[src/rtl/chain_exerciser.sv]
// Drives a toggle (or optional LFSR) pattern into a 2-cycle delay-chain stage and counts returned mismatches.
// Optional feature: define CHAIN_EXERCISER_LFSR_EN to add the 8-bit LFSR pattern selected by mode=1.
module chain_exerciser #(
  parameter int LEN = 256,
  parameter int CW  = 16
) (
  input  logic          clk,
  input  logic          rst_n,
  input  logic          start,
  input  logic          test_sel,
  input  logic          mode,
  output logic          din,
  output logic          test,
  input  logic          dout,
  output logic          busy,
  output logic          done,
  output logic [CW-1:0] err_count,
  output logic          pass
);

  localparam int NW = $clog2(LEN + 3);
  // RUN spans a load cycle plus LEN emit cycles; DRAIN then spans two more.
  localparam logic [NW-1:0] RUN_LAST   = NW'(LEN);
  localparam logic [NW-1:0] DRAIN_LAST = NW'(LEN + 2);

  typedef enum logic [1:0] {IDLE, RUN, DRAIN, DONE} state_t;

  state_t        state, state_next;
  logic [NW-1:0] cnt;
  logic          accept;
  logic          emit;
  logic          tog;
  logic          pat_bit;
  logic          din_vld;
  logic [1:0]    exp_sr;
  logic [1:0]    vld_sr;

`ifdef CHAIN_EXERCISER_LFSR_EN
  logic       mode_lat;
  logic [7:0] lfsr;
  logic       lfsr_fb;

  // Fibonacci taps for x^8+x^6+x^5+x^4+1 on a right-shifting register.
  assign lfsr_fb = lfsr[0] ^ lfsr[2] ^ lfsr[3] ^ lfsr[4];
  assign pat_bit = mode_lat ? lfsr[0] : tog;

  always_ff @(posedge clk or negedge rst_n) begin
    if (!rst_n) begin
      mode_lat <= 1'b0;
      lfsr     <= 8'h01;
    end else if (accept) begin
      mode_lat <= mode;
      lfsr     <= 8'h01;
    end else if (emit) begin
      lfsr <= {lfsr_fb, lfsr[7:1]};
    end
  end
`else
  logic mode_unused;
  assign mode_unused = mode;
  assign pat_bit     = tog;
`endif

  assign accept = start && (state == IDLE || state == DONE);
  assign emit   = (state == RUN) && (cnt != RUN_LAST);

  always_ff @(posedge clk or negedge rst_n) begin
    if (!rst_n) state <= IDLE;
    else        state <= state_next;
  end

  always_comb begin
    state_next = state;
    case (state)
      IDLE:    if (start) state_next = RUN;
      RUN:     if (cnt == RUN_LAST) state_next = DRAIN;
      DRAIN:   if (cnt == DRAIN_LAST) state_next = DONE;
      DONE:    if (start) state_next = RUN;
      default: state_next = IDLE;
    endcase
  end

  always_ff @(posedge clk or negedge rst_n) begin
    if (!rst_n) begin
      cnt       <= '0;
      test      <= 1'b0;
      tog       <= 1'b1;
      din       <= 1'b0;
      din_vld   <= 1'b0;
      exp_sr    <= '0;
      vld_sr    <= '0;
      err_count <= '0;
    end else begin
      exp_sr <= {exp_sr[0], din};
      vld_sr <= {vld_sr[0], din_vld};
      if (accept) begin
        cnt       <= '0;
        test      <= test_sel;
        tog       <= 1'b1;
        din       <= 1'b0;
        din_vld   <= 1'b0;
        err_count <= '0;
      end else begin
        if (state == RUN || state == DRAIN) cnt <= cnt + 1'b1;
        din     <= emit ? pat_bit : 1'b0;
        din_vld <= emit;
        if (emit) tog <= ~tog;
        if (vld_sr[1] && (dout != exp_sr[1]) && (err_count != {CW{1'b1}}))
          err_count <= err_count + 1'b1;
      end
    end
  end

  assign busy = (state == RUN) || (state == DRAIN);
  assign done = (state == DONE);
  assign pass = done && (err_count == '0);

endmodule

[config.mk]
export PLATFORM = sky130hd
export DESIGN_NAME = chain_exerciser
export DESIGN_NICKNAME = d
export VERILOG_FILES = /design/src/rtl/chain_exerciser.sv
export SDC_FILE = /design/constraint.sdc
export NUM_CORES = 1
export LEC_CHECK = 0
export CAP_MARGIN = 25
export CORE_ASPECT_RATIO = 0.9
export CORE_MARGIN = 10
export CORE_UTILIZATION = 34
export CTS_BUF_LIST = sky130_fd_sc_hd__clkbuf_16
export CTS_CLUSTER_DIAMETER = 150
export DETAILED_ROUTE_END_ITERATION = 16
export PLACE_DENSITY_LB_ADDON = 0.3
export SLEW_MARGIN = 20
export SYNTH_ARGS = -nofsm -noshare
export SYNTH_HDL_FRONTEND = slang
export SYNTH_SLANG_ARGS = --single-unit
[constraint.sdc]
create_clock -name clk -period 5.04 [get_ports clk]
set_clock_uncertainty 0.05 [all_clocks]
set_input_delay 1.008 -clock clk [delete_from_list [all_inputs] [get_ports clk]]
set_output_delay 1.008 -clock clk [all_outputs]
set_load 0.1 [all_outputs]
# Yosys cells after proc, flatten, opt, wreduce, memory -nomap -nowiden
# Cells that the tools add are included.
[word_totals]
output_inout_bits = 21
wordCells = 50
reg_bits = 35
input_bits = 6
[classes]
n_mux = 13
eq_ne = 11
n_addsub = 2
n_reduce_logical = 14
bitwise_logic = 1
[ops]
columns = ["operator", "n"]
rows = [
  ["two-way mux 16 bit", 2],
  ["== test 9 bit (second input constant)", 2],
  ["two-way mux 9 bit", 2],
  ["adder 16 x 1 -> 16 bit (second input constant)", 1],
  ["zero test 16 bit", 1],
  ["!= test 16 bit (second input constant)", 1],
  ["adder 9 x 1 -> 9 bit (second input constant)", 1],
  ["!= test 9 bit (second input constant)", 1],
  ["two-way mux 2 bit", 3],
  ["one-hot mux 2 bit (3 select lines)", 1],
  ["nonzero test 2 bit", 3],
  ["logical AND 1 bit", 5],
  ["two-way mux 1 bit", 5],
  ["== test 2 bit (second input constant)", 2],
  ["!= test 2 bit (second input constant)", 2],
  ["AND reduction 3 bit", 1],
  ["== test 2 x 1 -> 1 bit (second input constant)", 1],
  ["zero test 2 bit", 1],
  ["logical OR 1 bit", 2],
  ["!= test 2 x 1 -> 1 bit (second input constant)", 1],
  ["OR reduction 2 bit", 1],
  ["!= test 1 bit", 1],
  ["inverter 1 bit", 1],
]

# Longest topological paths before layout
[logic_depth]
ltp_word = 5
mapped_depth = 8
depth_no_buf = 7

# Least setup slack after synthesis
# No wires, ideal clock.
[synth_timing]
kind = "flip-flop to output port"
startpoint = "register state[1]"
endpoint = "output port pass"
setup_slack_ns = 1.695
path_buffers = 0
arrival_ns = 2.287
stages_incl_launch_ff = 4
required_time_ns = 3.982
cell_sequence = "dfrtp_1 > ha_1 > nor4b_1 > and4_1"
[synth_via]
elab_chain_len = 2
[synth_lines]
columns = ["item", "line", "text"]
rows = [
  ["from (decl)", "28", "state_t state, state_next;"],
  ["from (signal assigned)", "69", "else state <= state_next;"],
  ["== test 2 bit", "115", "assign done = (state == DONE);"],
  ["named net done", "16", "output logic done,"],
  ["logical AND 1 bit", "116", "assign pass = done && (err_count == '0);"],
  ["to (decl)", "18", "output logic pass"],
]
# The timed path passes the listed nets, and every way through them passes these cells.

# Worst setup path after layout
[layout_timing]
startpoint = "register err_count[0]"
endpoint = "output port pass"
[layout_via]
elab_chain_len = 2
[layout_lines]
columns = ["item", "line", "text"]
rows = [
  ["from (decl)", "17", "output logic [CW-1:0] err_count,"],
  ["from (signal assigned)", "109", "err_count <= err_count + 1'b1;"],
  ["zero test 16 bit", "116", ""],
  ["logical AND 1 bit", "116", ""],
]
# Every way passes these cells.

==> summary.md <==
| Metric | Value |
|---|---|
| Die area | `8690 sq um` |
| Post-CTS Setup Bufs | `0` |
| First-pass GRT wire length | `about 7000 um` |
| Cts repair resizes | `0` |
| Gr usage total | `0.0975` |
| Slew @ Worst Pin | `~0.98 ns` |
| Setup CP Type | `reg -> out` |
| Max Fanout on Critical Path | `5` |
| WL final | `4020 um` |
| Max-Cap Viols | `0` |
| Final Hold Slack | `slightly below 0.3 ns` |
| Synth warn | `0` |
| Fin. max-slew vios | `0` |
| Cts hold-fix bufs | `0` |
| Top-count cell post-synth | `dfrtp_1` |
| Largest net degree at the start of global routing | `36` |
| Core ar. | `~5200 sq um` |
| Number of enable flip-flop cells after synthesis | `0` |
| Sequential-to-total area share from yosys stat | `0.481` |
| Input/output buffers | `25` |
| Type of origin of the critical path | `register` |
| Gpl congestion | `0.773` |
| Post-synth ARST share | `1.00` |
| # nets final | `between 200 and 250` |
| CTS Buffer Depth | `2` |
| Crit path buffers/inverters | `2` |
| Top delay family on crit path | `buffers and inverters` |
| Num Clock Sinks | `35` |
| RSZ-0062 raised after global routing | `false` |
| Layout cells sized above 1 | `0.0667` |
| Final hold vios | `0` |
| Top cell type by total area after synthesis | `dfrtp_1` |
| Ys flop type | `dfrtp_1` |
| Avg Cell Area, Syn | `around 10 sq um` |
| Worst Setup End Kind | `output pin` |
| Leak pwr | `approximately 0.94 nW` |
| Slew HR | `0.345` |
| Later-pin clock latency in the skew report | `around 0.28 ns` |
| Pwr dens | `420 nW/um^2` |
| GR Overflow Total | `0` |
| Area fraction of the dominant cell type after synthesis | `0.467` |
| Crit path largest cell delay | `roughly 1.1 ns` |
| Diode count | `0` |
| Width of the die | `between 90 and 100 um` |
| H-tree levels | `2` |
| Worst EP arrival | `between 2 and 3 ns` |
| Fmax | `approximately 0.28 GHz` |
| CTS tree | `built` |
| Synth top area cells | `dfrtp_1 (47%), ha_1 (5.5%), nand2_1 (4.9%)` |
| Crit-path cells | `inv_1 > ha_1 > nor4b_1 > and4_1 > clkdlybuf4s50_1` |
| Drt wl/cell | `14.5 um` |
| Syn Nets | `195` |
| Die Ht | `a little under 90 um` |
| Slowest cell on crit path | `clkdlybuf4s50_1` |
| Top post-synthesis cells by count | `dfrtp_1 (34), nand2_1 (24), nor2_1 (17)` |
| Syn Inst Count | `between 150 and 200` |
| Layout area overhead | `25.1%` |
| Status | `completed` |
| Hold Crit Class | `reg -> reg` |
| Via density | `5.24` |
| Placement Setup Slack | `approximately 1.8 ns` |
| Final core occ | `0.437` |
| Synthesized flop and latch total | `35` |
| Site Rows | `25` |
| Final WS setup | `~1.4 ns` |
| Post-DP HPWL | `approximately 2800 um` |
| Initial core utilization | `0.349` |
| Crit path time final | `around 3.6 ns` |
| Req. time, crit path | `3.98 ns` |
| Fin crit share | `0.715` |
| Final Instance Count excl. Fillers | `~280` |
| Post-DRT Antenna Nets | `0` |
| Initial antenna violation count | `0` |
| Cell Area, Synth | `approximately 1800 sq um` |
| First-pass detailed-route iteration total | `4` |
| Count of cell types in the netlist | `39` |
| Clock Root Buffer | `clkbuf_16` |
| Placed Cells | `269` |
| Total number of vias | `roughly 1.5k` |
| Total CTS buffers | `5` |
| Fin Setup TNS | `0 ns` |
| CTS clk-pin slew, worst paths | `0.05 ns` |
| Vias in the first global route | `1440` |
| Drc violations | `0` |
| Number of DRC markers in iteration 0 | `48` |
| Final setup fails | `0` |
| Ports | `27` |
| Peak VDD IR | `between 0.0004 and 0.0005 V` |
## stage by stage
step	power (W)	cell area, sq um
final	0.000959	2280
after floorplan	0.000591	1820
after CTS	0.000967	2280
after global placement	0.000674	2140
after global routing	0.00100	2280
after detailed placement	0.000675	2140
## cell usage in the layout, fill, tap and decap left out, drive strengths merged, types with 8 or more instances in the layout
master	netlist	layout
clkdlybuf4s50	0	25
nand4	8	8
inv	7	8
xnor2	8	8
ha	8	8
nand3	8	8
nor2	17	17
nand2	24	24
dfrtp	34	34
o21ai	8	8
## worst reg2reg max path: stages (launching register included)
cell and delay, ns:
dfrtp_1 0.38, inv_1 0.07, ha_1 0.43, and2_0 0.70, nor2_1 0.13, and2_1 0.20
## cell families (layout without fill, tap and decap cells)
| logic type | Yosys count | in the layout | share of synthesized area |
|---|---|---|---|
| simple gates | 83 | 83 | 0.253 |
| xor+xnor | 11 | 11 | 0.0529 |
| buf+inv | 12 | 41 | 0.0254 |
| flops | 35 | 35 | 0.481 |
| fa+ha+maj | 8 | 8 | 0.0549 |
| mux | 5 | 5 | 0.0275 |
| compound gates | 27 | 27 | 0.105 |
## metal layers
layer | global-route usage | share of wire | wire length (um) | vias to the layer above
met5 | 0 | 0 | 0 | -
met4 | 0.0442 | 0.017 | 68 | 0
met3 | 0.0309 | 0.052 | 210 | 4
met2 | 0.149 | 0.45 | 1830 | 26
met1 | 0.123 | 0.48 | 1910 | 720
li1 | - | - | - | 702
## path summary, 6_finish.rpt
path                                               start             endpoint  slack, ns  depth (start not counted)
min in group asynchronous                          rst_n   cnt[1]$_DFFE_PN0P_       1.09                          2
worst max-delay path            err_count[0]$_DFFE_PN0P_                 pass       1.44                          5
worst min register to register       vld_sr[0]$_DFF_PN0_  vld_sr[1]$_DFF_PN0_       0.30                          0
max in group asynchronous                          rst_n  pat_bit$_DFFE_PN1P_       3.51                          2
worst min-delay path                 vld_sr[0]$_DFF_PN0_  vld_sr[1]$_DFF_PN0_       0.30                          0
worst max register to register      state[0]$_DFFE_PN0P_        din$_DFF_PN0_       2.98                          5
## registers in the layout, summed over array words and instances (netlist names)
name,flops
din,1
din_vld,1
err_count,16
vld_sr,2
state,2
test,1
cnt,9
exp_sr,2
pat_bit,1
## where the power goes
group          switching, W  total [W]  internal [W]
logic              0.000239   0.000320     0.0000809
clock network      0.000112   0.000289      0.000178
registers         0.0000439   0.000350      0.000306
total              0.000394   0.000959      0.000565
## cell type report
class / count / area [sq um]
clock buffers: 5 / 125
clock inverters: 3 / 11.3
fillers: 514 / 2940
inverters: 7 / 26.3
multi-input cells: 134 / 900
flip-flops and latches: 35 / 877
well taps: 67 / 83.8
repair buffers: 26 / 258
Power figures use the tool's default switching activity.
